File: src/rtl/dbus_wb_if_pkg.sv
// Shared definitions for the CPU-to-Wishbone bus bridge: bus widths,
// the all-zero word and the bridge state encoding.
package dbus_wb_if_pkg;

    localparam int REG_BUS_W = 32;
    localparam int STALL_W   = 6;
    localparam int SEL_W     = 4;

    localparam logic [REG_BUS_W-1:0] ZERO_WORD = '0;

    typedef enum logic [1:0] {
        ST_IDLE           = 2'b00,
        ST_BUSY           = 2'b01,
        ST_WAIT_FOR_STALL = 2'b10
    } wb_state_e;

endpackage

File: src/rtl/dbus_wb_if.sv
// Bridge between a pipeline memory-access stage and a Wishbone classic master.
// One access is in flight at a time; the pipeline is stalled while the slave
// has not acknowledged, and read data is held for the CPU while ctrl keeps
// the pipeline stalled after the acknowledge.
//
// Handshake: a request is offered while cpu_ce_i=1 and must stay stable while
// stallreq_o=1. The Wishbone cycle starts with stb/cyc high on the edge after
// the request is seen in IDLE and ends on the edge where wishbone_ack_i=1 is
// sampled; flush_i aborts the cycle and discards any read data.
module dbus_wb_if
    import dbus_wb_if_pkg::*;
(
    input  logic                 clk,
    input  logic                 rst,
    input  logic [STALL_W-1:0]   stall_i,
    input  logic                 flush_i,
    input  logic                 cpu_ce_i,
    input  logic                 cpu_we_i,
    input  logic [SEL_W-1:0]     cpu_sel_i,
    input  logic [REG_BUS_W-1:0] cpu_addr_i,
    input  logic [REG_BUS_W-1:0] cpu_data_i,
    output logic [REG_BUS_W-1:0] cpu_data_o,
    output logic                 stallreq_o,
    input  logic [REG_BUS_W-1:0] wishbone_data_i,
    input  logic                 wishbone_ack_i,
    output logic [REG_BUS_W-1:0] wishbone_addr_o,
    output logic [REG_BUS_W-1:0] wishbone_data_o,
    output logic                 wishbone_we_o,
    output logic [SEL_W-1:0]     wishbone_sel_o,
    output logic                 wishbone_stb_o,
    output logic                 wishbone_cyc_o,
    output logic [1:0]           state_dbg
);

    wb_state_e            state;
    logic [REG_BUS_W-1:0] rd_buf;

    assign state_dbg = state;

    // Bridge FSM: owns every registered Wishbone output and the read buffer.
    always_ff @(posedge clk or negedge rst) begin
        if (!rst) begin
            state           <= ST_IDLE;
            wishbone_addr_o <= ZERO_WORD;
            wishbone_data_o <= ZERO_WORD;
            wishbone_we_o   <= 1'b0;
            wishbone_sel_o  <= '0;
            wishbone_stb_o  <= 1'b0;
            wishbone_cyc_o  <= 1'b0;
            rd_buf          <= ZERO_WORD;
        end else begin
            case (state)
                ST_IDLE: begin
                    if (cpu_ce_i && !flush_i) begin
                        wishbone_addr_o <= cpu_addr_i;
                        wishbone_data_o <= cpu_data_i;
                        wishbone_we_o   <= cpu_we_i;
                        wishbone_sel_o  <= cpu_sel_i;
                        wishbone_stb_o  <= 1'b1;
                        wishbone_cyc_o  <= 1'b1;
                        state           <= ST_BUSY;
                    end else begin
                        wishbone_addr_o <= ZERO_WORD;
                        wishbone_data_o <= ZERO_WORD;
                        wishbone_we_o   <= 1'b0;
                        wishbone_sel_o  <= '0;
                        wishbone_stb_o  <= 1'b0;
                        wishbone_cyc_o  <= 1'b0;
                    end
                end
                ST_BUSY: begin
                    // Flush wins over a same-cycle acknowledge.
                    if (flush_i || wishbone_ack_i) begin
                        wishbone_addr_o <= ZERO_WORD;
                        wishbone_data_o <= ZERO_WORD;
                        wishbone_we_o   <= 1'b0;
                        wishbone_sel_o  <= '0;
                        wishbone_stb_o  <= 1'b0;
                        wishbone_cyc_o  <= 1'b0;
                        if (flush_i) begin
                            rd_buf <= ZERO_WORD;
                            state  <= ST_IDLE;
                        end else begin
                            rd_buf <= wishbone_data_i;
                            state  <= (stall_i != '0) ? ST_WAIT_FOR_STALL : ST_IDLE;
                        end
                    end
                end
                ST_WAIT_FOR_STALL: begin
                    if (flush_i) begin
                        rd_buf <= ZERO_WORD;
                        state  <= ST_IDLE;
                    end else if (stall_i == '0) begin
                        state <= ST_IDLE;
                    end
                end
                default: state <= ST_IDLE;
            endcase
        end
    end

    // CPU-side stall request and read data, combinational from state and inputs.
    always_comb begin
        stallreq_o = 1'b0;
        cpu_data_o = ZERO_WORD;
        case (state)
            ST_IDLE: stallreq_o = cpu_ce_i && !flush_i;
            ST_BUSY: begin
                stallreq_o = !wishbone_ack_i;
                // A flushed access delivers nothing even if acked this cycle.
                if (wishbone_ack_i && !wishbone_we_o && !flush_i)
                    cpu_data_o = wishbone_data_i;
            end
            ST_WAIT_FOR_STALL: cpu_data_o = rd_buf;
            default: ;
        endcase
    end

endmodule

File: config.mk
export PLATFORM = sky130hd
export DESIGN_NAME = dbus_wb_if
export DESIGN_NICKNAME = d
export VERILOG_FILES = /design/src/rtl/dbus_wb_if_pkg.sv /design/src/rtl/dbus_wb_if.sv
export SDC_FILE = /design/constraint.sdc
export NUM_CORES = 1
export LEC_CHECK = 0
export CAP_MARGIN = 20
export CORE_MARGIN = 5
export CORE_UTILIZATION = 45
export CTS_CLUSTER_DIAMETER = 50
export DETAILED_ROUTE_END_ITERATION = 8
export GPL_TIMING_DRIVEN = 0
export PLACE_DENSITY = 0.87
export SLEW_MARGIN = 10
export SYNTH_ARGS = -nofsm -noshare
export SYNTH_HDL_FRONTEND = slang
export SYNTH_SLANG_ARGS = --single-unit
File: constraint.sdc
create_clock -name clk -period 3.55 [get_ports clk]
set_input_delay 0.355 -clock clk [delete_from_list [all_inputs] [get_ports clk]]
set_output_delay 0.355 -clock clk [all_outputs]
set_load 0.02 [all_outputs]
## After elaboration in Yosys (flattened, before gate mapping)

Cells that the tools add are included.

| word-level totals | value |
|---|---|
| bits in registers | 104 |
| input port bits | 112 |
| output and inout bits | 106 |
| logic and storage cells | 55 |

| cells by class | value |
|---|---|
| equal/unequal tests | 6 |
| multiplexer cells | 27 |
| reduce and logical (&&, ||, !) cells | 15 |

Operators by type and width:

| operator | number |
|---|---|
| one-hot mux 32 bit (2 select lines) | 4 |
| two-way mux 32 bit | 7 |
| two-way mux 2 bit | 6 |
| two-way mux 4 bit | 2 |
| one-hot mux 4 bit (2 select lines) | 1 |
| zero test 6 bit | 1 |
| inequality test 2 bit (second input constant) | 3 |
| one-hot mux 1 bit (2 select lines) | 3 |
| one-hot mux 2 bit (3 select lines) | 1 |
| AND reduction 3 bit | 2 |
| nonzero test 6 bit | 1 |
| nonzero test 2 bit | 2 |
| logical AND 1 bit | 3 |
| zero test 1 bit | 3 |
| two-way mux 1 bit | 3 |
| inequality test 3 bit (second input constant) | 1 |
| equality test 2 x 1 -> 1 bit (second input constant) | 1 |
| equality test 2 bit (second input constant) | 1 |
| zero test 2 bit | 1 |
| AND reduction 2 bit | 1 |
| logical OR 1 bit | 1 |

## Logic depth before layout (Yosys ltp)

Gate-level depths: netlist of run 1.

| logic depth | value |
|---|---|
| depth after elaboration | 5 |
| gate-level depth with buffers | 10 |
| depth with buffers taken out | 6 |

## Worst setup path before layout of run 1

Ideal clock, no wire load.

| timing path | value |
|---|---|
| path type | register -> output |
| from | reg state[1] (netlist: state_dbg[1]) |
| to | out cpu_data_o[1] |
| arrival | 1.846 ns |
| data required time | 3.195 ns |
| slack | 1.349 ns |
| cell stages (with the launch flop) | 9 |
| buffers on the path | 2 |
| cell sequence | dfrtp_1 > inv_1 > ha_1 > buf_4 > inv_2 > nor4b_4 > buf_6 > a22oi_1 > nor2b_1 |

| between the ends | value |
|---|---|
| cells in the longest elaborated chain, start to end | 2 |
| elaborated cells between the ends (all ways) | 3 |
| those cells by class | 2 x eq/ne; 1 x mux |

Ends and longest elaborated chain:

| what | RTL line | RTL |
|---|---|---|
| start, declared | dbus_wb_if.sv:35 | `wb_state_e state;` |
| start signal, assigned | dbus_wb_if.sv:85 | `state <= (stall_i != '0) ? ST_WAIT_FOR_STALL : ST_IDLE;` |
| equality test 2 bit / equality test 2 x 1 -> 1 bit (equally long branches) | dbus_wb_if.sv:106 | `case (state)` |
| one-hot mux 32 bit (2 select lines) * | dbus_wb_if.sv:106 |  |
| end, declared | dbus_wb_if.sv:22 | `output logic [REG_BUS_W-1:0] cpu_data_o,` |

Mark *: on every way between the ends. The rest lies on a longest branch, timed or not.

## Final worst setup path of run 1

| timing path | value |
|---|---|
| from | reg state[1] (netlist: state_dbg[1]) |
| to | out cpu_data_o[29] |

The elaborated chain is that of the path after synthesis.

==> metrics.md, run 1 <==
| Metric | Value |
|---|---|
| Die extent in x | 112 um |
| Critical path cell sequence | inv_1, ha_1, buf_4, inv_2, nor4b_4, buf_6, a22oi_1, nor2b_1, clkdlybuf4s50_1 |
| DRC violation total after the first TritonRoute iteration | 348 |
| Top-count cell post-synth | sky130_fd_sc_hd__nand2_1 |
| Die outline area | 12500 sq um |
| Fraction of layout instances using a drive strength above 1 | 0.0718 |
| Period minus WS final | 3.15 ns |
| Total negative setup slack | 0 ns |
| Syn-to-layout area delta | 55.1% |
| Post-synthesis instance total | 477 |
| Total number of H-tree levels | 3 |
| Count of final hold-check violations | 0 |
| Average wire per cell in the routed design | 17.4 um |
| Number of hold buffers added after cts | 0 |
| Clock Skew | 0.00955 ns |
| Pre-antenna DRT Iters | 5 |
| Cell area after synthesis | 4660 sq um |
| Most used flip-flop cell after synthesis | sky130_fd_sc_hd__dfrtp_1 |
| CTS sink cnt | 104 |
| Crit start category | register |
| Vias in the first global route | 4601 |
| Clock latency on the worst-skew pair | 0.35 ns |
| Area fraction of the dominant cell type after synthesis | 0.559 |
| Post-synth ARST share | 1.00 |
| Post-Place Cell Area | 7030 sq um |
| Top-Level Pins | 218 |
| Largest buffer count on any clock path | 2 |
| Setup slack of the worst register-to-register path | 1.56 ns |
| Unrepaired setup endpoints after global routing | false |
| Finished layout cell area | 7230 sq um |
| Number of cells in the finished layout apart from fillers | 846 |
| Post-detail-place hpwl | 11400 um |
| Number of distinct library cells after synthesis | 26 |
| Combined global-route utilization of all metal layers | 0.233 |
| WS Path Type | reg -> out |
| Initial core utilization | 0.455 |
| Clock slew at reported path FFs | 0.11 ns |
| Leak Pwr | 3.04 nW |
| Cells after DPL | 831 |
| Cell type contributing the most total cell area after synthesis | sky130_fd_sc_hd__dfrtp_1 |
| First-pass GRT wire length | 23900 um |
| Via/cell ratio | 5.25 |
| Detail Route Antenna Nets | 0 |
| Final net count | 821 |
| Worst hold slack after final layout | 0.0242 ns |
| Placement Rows | 37 |
| Post-Place Setup Slack | 0.660 ns |
| Highest clock frequency the design can meet | 317 MHz |
| Post-CTS setup buffer count | 0 |
| CTS Buf Count | 9 |
| Number of endpoints failing setup at the final stage | 0 |
| Routability-driven placement congestion ratio | 0.860 |
| Number of vias after detailed routing | 4444 |
| Post-synthesis register bit count | 104 |
| Antenna diode count | 0 |
| Die Span Y | 112 um |
| Congestion Overflow GR | 0 |
| Pwr Density | 675 nW/um^2 |
| Warning count from the yosys run | 0 |
| Standard cell core area | 10200 sq um |
| Data arrival time of the critical path | 2.80 ns |
| Data required time at the worst endpoint | 3.19 ns |
| Pin count of the biggest net entering global routing | 55 |
| Final Max Slew Viols | 0 |
| Number of buffers added on ports | 217 |
| Worst Slack Setup Final | 0.399 ns |
| Worst path slowest cell | sky130_fd_sc_hd__clkdlybuf4s50_1 |
| # DRC | 0 |
| Final Routed Wirelength | 14700 um |
| Tcrit/Tclk final | 0.888 |
| Slew at the pin with the worst max-slew slack | 0.681 ns |
| Synth top area cells | sky130_fd_sc_hd__dfrtp_1 (56%), sky130_fd_sc_hd__nand2_1 (11%), sky130_fd_sc_hd__a22o_1 (6.2%), sky130_fd_sc_hd__o21ai_0 (5.3%), sky130_fd_sc_hd__a22oi_1 (5.2%) |
| Critical path fanouts, max | 10 |
| Number of antenna violations at the first check in global routing | 0 |
| Delay contributed by the slowest stage of the critical path | 0.63 ns |
| VDD IR-drop max | 0.268 mV |
| Hold WC Path Type | in -> async |
| Max-cap violations | 0 |
| Most common library cells after synthesis | sky130_fd_sc_hd__nand2_1 (140), sky130_fd_sc_hd__dfrtp_1 (104), sky130_fd_sc_hd__o21ai_0 (49), sky130_fd_sc_hd__a22o_1 (33), sky130_fd_sc_hd__nor2b_1 (33) |
| Worst slew margin relative to its limit | 0.546 |
| Net count after synthesis | 592 |
| TritonCTS clock tree | yes |
| CTS resizes | 0 |
| Endpoint type of the worst setup path | primary output |
| Status | completed |
| Register area share after synthesis | 0.559 |
| Post-synth EDFFs | 0 |
| Clock Tree Root | sky130_fd_sc_hd__clkbuf_8 |
| Average footprint of a synthesized cell | 9.77 sq um |
==> cells by family (layout without fill, tap and decap cells) <==
group | count (synthesis) | count (layout) | share of synthesized area
buf+inv | 43 | 276 | 0.0575
fa+ha+maj | 3 | 3 | 0.00806
simple gates | 183 | 183 | 0.172
mux | 1 | 1 | 0.00242
compound gates | 143 | 143 | 0.201
flops | 104 | 104 | 0.559
==> worst paths after layout <==
check / from / end / depth (start not counted)
max: state_dbg[1]$_DFFE_PN0P_ / cpu_data_o[29] / 9
min: rst / wishbone_addr_o[14]$_DFFE_PN0P_ / 1
max reg2reg: state_dbg[0]$_DFFE_PN0P_ / rd_buf[11]$_DFFE_PN0P_ / 6
min reg2reg: wishbone_data_o[15]$_DFFE_PN0P_ / wishbone_data_o[15]$_DFFE_PN0P_ / 2
max in group asynchronous: rst / rd_buf[5]$_DFFE_PN0P_ / 2
min in group clk: wishbone_data_o[15]$_DFFE_PN0P_ / wishbone_data_o[15]$_DFFE_PN0P_ / 2
==> layout by cell type, fill, tap and decap left out, drive strengths merged, types with 2 or more instances in the layout <==
cell,n
clkdlybuf4s50,216
nand2,140
dfrtp,104
o21ai,71
nor2b,33
a22o,33
a22oi,32
buf,29
clkbuf,22
nor2,6
inv,5
a21o,3
ha,3
clkinv,3
a21oi,2
==> report_power, final <==
part           switching, mW  leakage, nW  total, mW  internal [mW]
sequential             0.196         1.40       1.71           1.52
clock                  0.427        0.102      0.762          0.334
combinational           1.33         1.53       2.40           1.07
==> metal layers <==
layer | wire [um] | track usage | vias to the layer above
met2 | 7360 | 0.404 | 205
met1 | 6060 | 0.299 | 2144
met4 | 214 | 0.0584 | 0
met5 | 0 | 0 | -
met3 | 1080 | 0.0495 | 18
li1 | - | - | 2077
==> through the flow <==
step | total power, mW | utilization
4_1_cts | 4.92 | 0.706
2_1_floorplan | 3.08 | -
5_1_grt | 5.17 | 0.706
3_5_place_dp | 4.15 | 0.687
6_report | 4.88 | 0.706
3_3_place_gp | 4.07 | 0.684
==> flip-flops by register name, indices dropped and copies added (netlist names) <==
signal / flops
wishbone_sel_o: 4
wishbone_cyc_o: 1
rd_buf: 32
wishbone_we_o: 1
wishbone_addr_o: 32
wishbone_data_o: 32
state_dbg: 2
==> worst max-delay path, delay by kind of cell (launching register included) <==
kind	cells	cell delay [ns]
compound gates	1	0.07
fa+ha+maj	1	0.15
buf+inv	5	1.14
flops	1	0.44
simple gates	2	0.64
==> final cells by class <==
| type | instances | area [sq um] |
|---|---|---|
| Buffer | 40 | 256 |
| Clock buffer | 9 | 124 |
| Multi-Input combinational cell | 330 | 1790 |
| Fill cell | 752 | 3010 |
| Clock inverter | 6 | 76.3 |
| Tap cell | 136 | 170 |
| Timing Repair Buffer | 218 | 2200 |
| Inverter | 3 | 11.3 |
| Sequential cell | 104 | 2600 |
No activity file was read; power rests on OpenSTA's default activity.
==> run 2: changes to the inputs <==
--- a/config.mk
+++ b/config.mk
@@ -5,7 +5,7 @@
 export SDC_FILE = /design/constraint.sdc
 export NUM_CORES = 1
 export LEC_CHECK = 0
-export CAP_MARGIN = 20
+export CAP_MARGIN = 40
 export CORE_MARGIN = 5
 export CORE_UTILIZATION = 45
 export CTS_CLUSTER_DIAMETER = 50
==> run 2 against run 1 <==
  * Combinational power about the same
  * First-iteration DRC count unchanged
  * Hold slack unchanged
  * Global-route usage unchanged
  * Via count unchanged
  * Die area unchanged
  * Fmax unchanged
  * Worst setup slack unchanged
  * Final area unchanged
  * Sequential power about the same
  * Critical endpoint unchanged
  * Largest power group unchanged
==> metrics.md, run 2 (synthesis results as in run 1) <==
| Metric | Value |
|---|---|
| Status | completed |
| Hold WC Path Type | in -> async |
| Post-Place Setup Slack | 0.660 ns (unchanged) |
| Leak Pwr | 3.04 nW (unchanged) |
| Sw Share | 0.401 (unchanged) |
| Data required time at the worst endpoint | 3.19 ns (about the same) |
| Number of buffers added on ports | 217 (unchanged) |
| Clock Tree Root | sky130_fd_sc_hd__clkbuf_8 |
| Routability-driven placement congestion ratio | 0.860 (unchanged) |
| Detail Route Antenna Nets | 0 (unchanged) |
| Largest buffer count on any clock path | 2 (unchanged) |
| Initial core utilization | 0.455 (unchanged) |
| Power, Total | 4.88 mW (unchanged) |
| P_int | 2.92 mW (unchanged) |
| Cells after DPL | 831 (unchanged) |
| Final Routed Wirelength | 14700 um (unchanged) |
| WS Path Type | reg -> out |
| Top Registers | rd_buf (32), wishbone_addr_o (32), wishbone_data_o (32) |
| Max-cap violations | 0 (unchanged) |
| Worst slew margin relative to its limit | 0.546 (unchanged) |
| Sequential group share of total power | 0.351 (about the same) |
| Period minus WS final | 3.15 ns (unchanged) |
| Final-layout fill cell count | 752 (unchanged) |
| Worst hold slack after final layout | 0.0242 ns (unchanged) |
| Final Max Slew Viols | 0 (unchanged) |
| Placement Rows | 37 (unchanged) |
| Post-CTS setup buffer count | 0 (unchanged) |
| CTS resizes | 0 (unchanged) |
| Highest clock frequency the design can meet | 317 MHz (unchanged) |
| Post-Place Cell Area | 7030 sq um (unchanged) |
| Pwr Density | 675 nW/um^2 (unchanged) |
| Number of vias after detailed routing | 4444 (unchanged) |
| Combined global-route utilization of all metal layers | 0.233 (unchanged) |
| Number of hold buffers added after cts | 0 (unchanged) |
| DRC violation total after the first TritonRoute iteration | 348 (unchanged) |
| Final net count | 821 (unchanged) |
| Count of final hold-check violations | 0 (unchanged) |
| Average wire per cell in the routed design | 17.4 um (unchanged) |
| Worst Slack Setup Final | 0.399 ns (unchanged) |
| TritonCTS clock tree | yes |
| Pin count of the biggest net entering global routing | 55 (unchanged) |
| Die Span Y | 112 um (unchanged) |
| Via/cell ratio | 5.25 (unchanged) |
| Antenna diode count | 0 (unchanged) |
| Endpoint type of the worst setup path | primary output |
| Most common library cell in the layout ignoring fill and taps | sky130_fd_sc_hd__clkdlybuf4s50_1 |
| Die outline area | 12500 sq um (unchanged) |
| Clock slew at reported path FFs | 0.11 ns (about the same) |
| Post-detail-place hpwl | 11400 um (unchanged) |
| Top-Level Pins | 218 (unchanged) |
| Data arrival time of the critical path | 2.80 ns (about the same) |
| Total number of H-tree levels | 3 (unchanged) |
| Syn-to-layout area delta | 55.1% (unchanged) |
| CTS Buf Count | 9 (unchanged) |
| Finished layout cell area | 7230 sq um (unchanged) |
| First-pass GRT wire length | 23900 um (unchanged) |
| Combinational power share | 0.493 (about the same) |
| # DRC | 0 (unchanged) |
| Number of antenna violations at the first check in global routing | 0 (unchanged) |
| Number of endpoints failing setup at the final stage | 0 (unchanged) |
| Clock latency on the worst-skew pair | 0.35 ns (about the same) |
| Standard cell core area | 10200 sq um (unchanged) |
| Fraction of layout instances using a drive strength above 1 | 0.0718 (unchanged) |
| Tcrit/Tclk final | 0.888 (unchanged) |
| Vias in the first global route | 4601 (unchanged) |
| Share of power burned in the clock network | 0.156 (about the same) |
| CTS sink cnt | 104 (unchanged) |
| Pre-antenna DRT Iters | 5 (unchanged) |
| Clock Skew | 0.00955 ns (unchanged) |
| Critical path fanouts, max | 10 (unchanged) |
| Number of cells in the finished layout apart from fillers | 846 (unchanged) |
| Commonest cells after routing, fill and taps aside | sky130_fd_sc_hd__clkdlybuf4s50_1 (216), sky130_fd_sc_hd__nand2_1 (140), sky130_fd_sc_hd__dfrtp_1 (104), sky130_fd_sc_hd__o21ai_0 (49) |
| Crit start category | register |
| Reported net switching power | 1.96 mW (unchanged) |
| Congestion Overflow GR | 0 (unchanged) |
| Die extent in x | 112 um (unchanged) |
| Unrepaired setup endpoints after global routing | false |
| Slew at the pin with the worst max-slew slack | 0.681 ns (unchanged) |
| VDD IR-drop max | 0.268 mV (unchanged) |
[run 2: cell counts in the layout (fill, tap and decap cells not counted)]
Identical to the previous run, type by type.
[run 2: worst max-delay path, cell delays in order (launching register included)]
cell,delay [ns]
sky130_fd_sc_hd__dfrtp_1,0.44
sky130_fd_sc_hd__inv_1,0.10
sky130_fd_sc_hd__ha_1,0.15
sky130_fd_sc_hd__buf_4,0.14
sky130_fd_sc_hd__inv_2,0.06
sky130_fd_sc_hd__nor4b_4,0.45
sky130_fd_sc_hd__buf_6,0.21
sky130_fd_sc_hd__a22oi_1,0.07
sky130_fd_sc_hd__nor2b_1,0.19
sky130_fd_sc_hd__clkdlybuf4s50_1,0.63
[run 2: power groups by stage]
stage	registers (mW)	clock network (mW)	logic (mW)
after global placement	1.71	0	2.36
final	1.71	0.762	2.40
after CTS	1.71	0.777	2.43
after floorplan	1.97	0	1.11
after global routing	1.75	0.828	2.59
after detailed placement	1.74	0	2.42
[run 2: metrics by stage]
stage	setup TNS, ns	util
floorplan	0	-
global placement	-172.51	0.684
finish	0	0.706
global route	0	0.706
CTS	0	0.706
detailed placement	0	0.687
[run 2: area by class of cell]
class                   count  area (sq um)  share of cell area
plain buffers              40           256              0.0355
clock buffers               9           124              0.0171
clock inverters             6          76.3              0.0106
inverters                   3          11.3             0.00156
multi-input cells         330          1790               0.247
flip-flops and latches    104          2600               0.360
well taps                 136           170              0.0235
repair buffers            218          2200               0.304
[run 2: final timing paths]
kind                                                 start                               to  slack, ns  cells past startpoint
max                               state_dbg[1]$_DFFE_PN0P_                   cpu_data_o[29]       0.40                      9
min                                                    rst  wishbone_addr_o[14]$_DFFE_PN0P_       0.02                      1
max reg2reg                       state_dbg[0]$_DFFE_PN0P_           rd_buf[11]$_DFFE_PN0P_       1.56                      6
min reg2reg                wishbone_data_o[15]$_DFFE_PN0P_  wishbone_data_o[15]$_DFFE_PN0P_       0.49                      2
max in group asynchronous                              rst            rd_buf[5]$_DFFE_PN0P_       2.83                      2
min in group clk           wishbone_data_o[15]$_DFFE_PN0P_  wishbone_data_o[15]$_DFFE_PN0P_       0.49                      2
[run 2: layer usage]
layer  global-route usage  vias to the layer above  part of all wire
li1                     -                     2077                 -
met3               0.0495                       18             0.073
met2                0.404                      205              0.50
met4               0.0584                        0             0.015
met1                0.299                     2144              0.41
met5                    0                        -                 0
